[src/rtl/output_port_arbiter_if.sv]
// Handshake bundle between the five input FIFOs / LBDRs and one output-port arbiter.
// The master side presents requests and FIFO state; the slave side (the arbiter) returns grant and pop strobes.
interface output_port_arbiter_if #(
    parameter int NUM_IN = 5
);
    logic [NUM_IN-1:0]   req;
    logic [NUM_IN-1:0]   empty;
    logic [3*NUM_IN-1:0] flit_id;
    logic                credit_in;
    logic [NUM_IN-1:0]   grant;
    logic [NUM_IN-1:0]   rd_en;
    logic                out_valid;
    logic                credit_err;

    modport master (
        output req, empty, flit_id, credit_in,
        input  grant, rd_en, out_valid, credit_err
    );

    modport slave (
        input  req, empty, flit_id, credit_in,
        output grant, rd_en, out_valid, credit_err
    );
endinterface

[src/rtl/output_port_arbiter.sv]
// Per-output-port switch allocator: round-robin grant per packet, lock from HEADER to TAIL,
// and credit-gated pops of the winning input FIFO.
`ifndef HEADER
`define HEADER 3'b001
`endif
`ifndef PAYLOAD
`define PAYLOAD 3'b000
`endif
`ifndef TAIL
`define TAIL 3'b100
`endif

module output_port_arbiter #(
    parameter int CREDITS = 4,
    parameter int NUM_IN  = 5
) (
    input logic                 clk,
    input logic                 rst,
    output_port_arbiter_if.slave bus
);
    localparam int CW = $clog2(CREDITS + 1);
    localparam int PW = $clog2(NUM_IN);

    typedef enum logic {IDLE, LOCKED} state_t;

    state_t            state, state_nxt;
    logic [NUM_IN-1:0] grant_q, grant_nxt;
    logic [NUM_IN-1:0] eligible;
    logic [NUM_IN-1:0] rd_en;
    logic [PW-1:0]     rr_ptr, rr_ptr_nxt;
    logic [PW-1:0]     winner, owner;
    logic [2:0]        owner_flit;
    logic [CW-1:0]     credits, credits_nxt;
    logic              credit_err, err_nxt;
    logic              xfer, tail_pop;

    always_comb begin
        for (int i = 0; i < NUM_IN; i++) begin
            eligible[i] = bus.req[i] & ~bus.empty[i] & (bus.flit_id[3*i +: 3] == `HEADER);
        end
    end

    // Descending scan so the last hit is the closest eligible input at or after rr_ptr.
    always_comb begin : rr_search
        int idx;
        idx    = 0;
        winner = '0;
        for (int k = NUM_IN - 1; k >= 0; k--) begin
            idx = int'(rr_ptr) + k;
            if (idx >= NUM_IN) idx = idx - NUM_IN;
            if (eligible[idx]) winner = PW'(idx);
        end
    end

    always_comb begin
        owner = '0;
        for (int i = 0; i < NUM_IN; i++) begin
            if (grant_q[i]) owner = PW'(i);
        end
        owner_flit = bus.flit_id[3*int'(owner) +: 3];
    end

    assign rd_en    = grant_q & ~bus.empty & {NUM_IN{credits != '0}};
    assign xfer     = |rd_en;
    assign tail_pop = xfer && (owner_flit == `TAIL);

    always_comb begin
        state_nxt  = state;
        grant_nxt  = grant_q;
        rr_ptr_nxt = rr_ptr;
        case (state)
            IDLE: begin
                if (|eligible) begin
                    grant_nxt = {{(NUM_IN-1){1'b0}}, 1'b1} << winner;
                    state_nxt = LOCKED;
                end
            end
            LOCKED: begin
                // Lock ignores req: LBDR drops it whenever the winner's FIFO runs dry.
                if (tail_pop) begin
                    grant_nxt  = '0;
                    state_nxt  = IDLE;
                    rr_ptr_nxt = (owner == PW'(NUM_IN - 1)) ? '0 : owner + PW'(1);
                end
            end
            default: begin
                grant_nxt = '0;
                state_nxt = IDLE;
            end
        endcase
    end

    always_comb begin
        credits_nxt = credits;
        err_nxt     = credit_err;
        if (xfer && !bus.credit_in) begin
            credits_nxt = credits - CW'(1);
        end else if (!xfer && bus.credit_in) begin
            if (credits == CW'(CREDITS)) err_nxt = 1'b1;
            else                          credits_nxt = credits + CW'(1);
        end
    end

    always_ff @(posedge clk or negedge rst) begin
        if (!rst) begin
            state      <= IDLE;
            grant_q    <= '0;
            rr_ptr     <= '0;
            credits    <= CW'(CREDITS);
            credit_err <= 1'b0;
        end else begin
            state      <= state_nxt;
            grant_q    <= grant_nxt;
            rr_ptr     <= rr_ptr_nxt;
            credits    <= credits_nxt;
            credit_err <= err_nxt;
        end
    end

    assign bus.grant      = grant_q;
    assign bus.rd_en      = rd_en;
    assign bus.out_valid  = xfer;
    assign bus.credit_err = credit_err;
endmodule

[src/flat_wrapper.sv]
// flat-port wrapper written by rule: the top's interface ports become plain ports
module output_port_arbiter_flat 
#(
    parameter int CREDITS = 4,
    parameter int NUM_IN  = 5
)
  (clk, rst, bus_req, bus_empty, bus_flit_id, bus_credit_in, bus_grant, bus_rd_en, bus_out_valid, bus_credit_err);
  output_port_arbiter_if #(.NUM_IN(NUM_IN)) bus_i ();
  input logic clk;
  input logic rst;
  input wire logic [$bits(bus_i.req)-1:0] bus_req;
  input wire logic [$bits(bus_i.empty)-1:0] bus_empty;
  input wire logic [$bits(bus_i.flit_id)-1:0] bus_flit_id;
  input wire logic [$bits(bus_i.credit_in)-1:0] bus_credit_in;
  output wire logic [$bits(bus_i.grant)-1:0] bus_grant;
  output wire logic [$bits(bus_i.rd_en)-1:0] bus_rd_en;
  output wire logic [$bits(bus_i.out_valid)-1:0] bus_out_valid;
  output wire logic [$bits(bus_i.credit_err)-1:0] bus_credit_err;
  assign bus_i.req = bus_req;
  assign bus_i.empty = bus_empty;
  assign bus_i.flit_id = bus_flit_id;
  assign bus_i.credit_in = bus_credit_in;
  assign bus_grant = bus_i.grant;
  assign bus_rd_en = bus_i.rd_en;
  assign bus_out_valid = bus_i.out_valid;
  assign bus_credit_err = bus_i.credit_err;
  output_port_arbiter #(.CREDITS(CREDITS), .NUM_IN(NUM_IN)) u_core (.clk(clk), .rst(rst), .bus(bus_i));
endmodule
[config.mk]
export PLATFORM = sky130hd
export DESIGN_NAME = output_port_arbiter_flat
export DESIGN_NICKNAME = d
export VERILOG_FILES = /design/src/rtl/output_port_arbiter_if.sv /design/src/rtl/output_port_arbiter.sv /design/src/flat_wrapper.sv
export SDC_FILE = /design/constraint.sdc
export NUM_CORES = 1
export LEC_CHECK = 0
export ABC_CLOCK_PERIOD_IN_PS = 4300
export CAP_MARGIN = 20
export CORE_UTILIZATION = 48
export DETAILED_ROUTE_END_ITERATION = 10
export HOLD_SLACK_MARGIN = 0.05
export PLACE_DENSITY = 0.76
export RECOVER_POWER = 25
export SYNTH_ARGS = -nofsm -noshare
export SYNTH_HDL_FRONTEND = slang
export SYNTH_SLANG_ARGS = --single-unit
[constraint.sdc]
create_clock -name clk -period 4.3 [get_ports clk]
set_clock_uncertainty 0.2 [all_clocks]
set_input_delay 0.645 -clock clk [delete_from_list [all_inputs] [get_ports clk]]
set_output_delay 0.645 -clock clk [all_outputs]
set_load 0.01 [all_outputs]
==> flow_summary.toml <==
[clocking]
cts.sink_count = 13
clk_latency_ns = 0.24
cts_resized = 0
cts_setup_buffers = 0
ctsHoldBuffers = 0
cts_tree = "done"
htree_num_levels = 1
cts_buffers = 3
cts_root_buffer = "clkbuf_8"
path_clk_slew_ns = 0.06
clock_path_buffers = 2

[synth]
syn_nets = 287
yosys.area.top_type = "dfrtp_1"
ys_seq_area_share_pct = 16.9
netlist_area_mm2 = 0.00193
yosys.cell_types.count = 63
syn_avg_cell_area_um2 = 7.91
syn_inst = 244
yosys-top-cells-area = "dfrtp_1, ha_1, nor2_1, mux2i_1, nand2_1"
ys_ff_latch = 13
yosysWarningCount = 0
synth-edff-count = 0
netlist.area_leader.share_pct = 15.6
async_flop_share_pct = 100
yosys_most_used_dff = "dfrtp_1"

[global_route]
grtUsageMet2_pct = 47.3
grt_pass1_wl_um = 9240
grt_pass1_vias = 1935
busiest_layer = "met2"
antenna_found_initial = 0
grt_use_met3_pct = 2.60
gr-usage-all-layers_pct = 28.2
grt.met1_usage_pct = 37.6
grt-ovfl-total = 0
grt_start_max_net_pins = 25

[critical_path]
endpoint_kind = "flip-flop"
worstPathArrival_ns = 3.42
rrSetupSlack_ns = 0.81
path_max_fanout = 6
reg2regPathDepth = 12
worst-endpoint-required_ns = 4.22
start_kind = "flip-flop"
worst-setup-path-type = "flip-flop to flip-flop"
r2r_start = "u_core.rr_ptr[0]"
r2r_end = "u_core.bus.grant[1]"

[sta]
drv_slew = 0
fmax_mhz = 286
maxSlewHeadroom_pct = 55.0
setup_viol = 0
period_share_pct = 81.3
rsz0062_at_grt = "no"
hold_viol = 0
fin_crit_ns = 3.49
tightest_slew_ns = 0.670
fin_setup_tns_ns = 0

[power_and_ir_drop]
ir_worst_vdd_uv = 377
p_leak_nw = 0.956
cellPowerDensity_mw_per_mm2 = 563

[routing]
via_per_inst = 6.21
drt_iter0_drc = 157
wire_per_inst_um = 16.9
first_pass_iters = 5
vias = 2069
antenna_left = 0
drc = 0
drt-total-wl_um = 5610

[job]
maxCapViolations = 0

[finish]
finalInstanceArea_mm2 = 0.00242
drive_gt1_share_pct = 9.12
area_growth_pct = 25.5
seq_area_um2 = 327
fillers = 342
nets = 329
multiInputGateArea_mm2 = 0.00151
diodes = 0

[worst_hold_path]
worstHoldPathCells = 1
hold_start = "u_core.bus.credit_err"
min_path_type = "flip-flop to flip-flop"
holdPathEnd = "u_core.bus.credit_err"

[floorplan]
die_h_um = 65.4
coreArea_mm2 = 0.00377
start_util_pct = 51.2
row_count = 22
dieArea_mm2 = 0.00428
pin_count = 40
die_width_um = 65.4

[placed_design]
hpwl_um = 4500
port_buffers = 39
postPlaceCellArea_mm2 = 0.00238
finalWeightedCongestion = 0.998

[outcome]
status = "complete, no violations"
critical path, cell delays in order (launching register included):
cell and delay (ns):
dfrtp_1 0.37, inv_1 0.16, ha_1 0.23, inv_1 0.06, fa_1 0.43, a21oi_2 0.29
mux2i_1 0.34, mux2i_1 0.31, a22oi_1 0.17, nand2_1 0.11, nor2_1 0.06, a311o_1 0.36
a32o_1 0.29
layout make-up:
class | instances | area share (%)
repair buffers | 43 | 17.4
multi-input cells | 208 | 62.2
clock buffers | 4 | 1.86
well taps | 48 | 2.48
inverters | 17 | 2.64
flip-flops and latches | 13 | 13.5
routing by layer:
metal	vias to the layer above	share of wire, %
li1	998	-
met4	0	2.0
met2	73	48
met5	-	0
met1	988	45
met3	10	5.3
how the worst max path moves through the flow:
| stage | start | end | cells past startpoint |
|---|---|---|---|
| 6_report | u_core.rr_ptr[0] | u_core.bus.grant[1] | 12 |
| 5_1_grt | u_core.rr_ptr[1] | u_core.bus.grant[0] | 11 |
| 4_1_cts | u_core.rr_ptr[1] | u_core.bus.grant[3] | 11 |
| 3_5_place_dp | bus_empty[1] | u_core.credits[2] | 11 |
| 3_3_place_gp | bus_empty[1] | u_core.credits[2] | 11 |
| 2_1_floorplan | u_core.rr_ptr[1] | u_core.bus.grant[1] | 12 |
sequential cells by signal (all words and copies together), names as in the netlist:
name                   count
u_core.bus.credit_err      1
u_core.bus.grant           5
u_core.credits             3
u_core.rr_ptr              3
u_core.state               1
synthesized netlist by cell type (3+ instances only):
cell type   n
o211ai_1    3
nand3_1     8
dfrtp_1    12
and2_1      4
nor2_1     26
nand2b_1    9
and3_1      3
a21oi_1     6
o31ai_1     5
nor3b_1     3
mux2i_1     9
nand2_1    22
o21ai_0    11
nor3_1      3
ha_1       13
nor2b_1     5
buf_2       3
o21a_1      3
inv_1      16
a32o_1      3
a31o_2      3
a31oi_1     7
o2111ai_1   5
nand4_1     5
or3_1       3
xnor2_1     7
power by group:
part           switching [mW]  internal [mW]
sequential             0.0566          0.170
clock                  0.0419         0.0653
combinational           0.595          0.434
kinds of logic after synthesis:
logic type      Yosys count  synth area share, %
simple gates            101                 28.2
compound gates           73                 29.0
buf+inv                  23                 5.06
fa+ha+maj                15                 10.5
flops                    13                 16.9
mux                      12                 7.13
xor+xnor                  7                 3.18
metrics by stage:
stage / hold WS, ns / util [%] / total power, mW / setup slack, ns / cells
3_3_place_gp: 0.250 / 63.0 / 1.23 / 0.729 / 329
3_5_place_dp: 0.269 / 63.0 / 1.24 / 0.697 / 329
5_1_grt: 0.298 / 64.2 / 1.47 / 0.631 / 333
4_1_cts: 0.282 / 64.2 / 1.36 / 0.857 / 333
2_1_floorplan: 0.149 / - / 0.960 / 0.946 / 244
6_report: 0.279 / 64.2 / 1.36 / 0.805 / 333
placed cells by master (no fill, tap or decap), types with 3 or more instances in the layout:
master / instances
a21oi_1: 6
clkbuf_8: 3
o21a_1: 3
a32o_1: 3
o31ai_1: 5
or3_1: 3
nand2b_1: 9
xnor2_1: 7
nor2_1: 26
clkdlybuf4s50_1: 38
mux2i_1: 9
dfrtp_1: 12
nand3_1: 8
o2111ai_1: 5
buf_4: 4
and3_1: 3
a31oi_1: 7
and2_1: 4
inv_1: 16
nor2b_1: 5
nor3b_1: 3
nor3_1: 3
ha_1: 13
nand2_1: 22
a31o_2: 3
o211ai_1: 3
nand4_1: 5
o21ai_0: 11
Note: power is estimated with default switching activity, not from simulation.
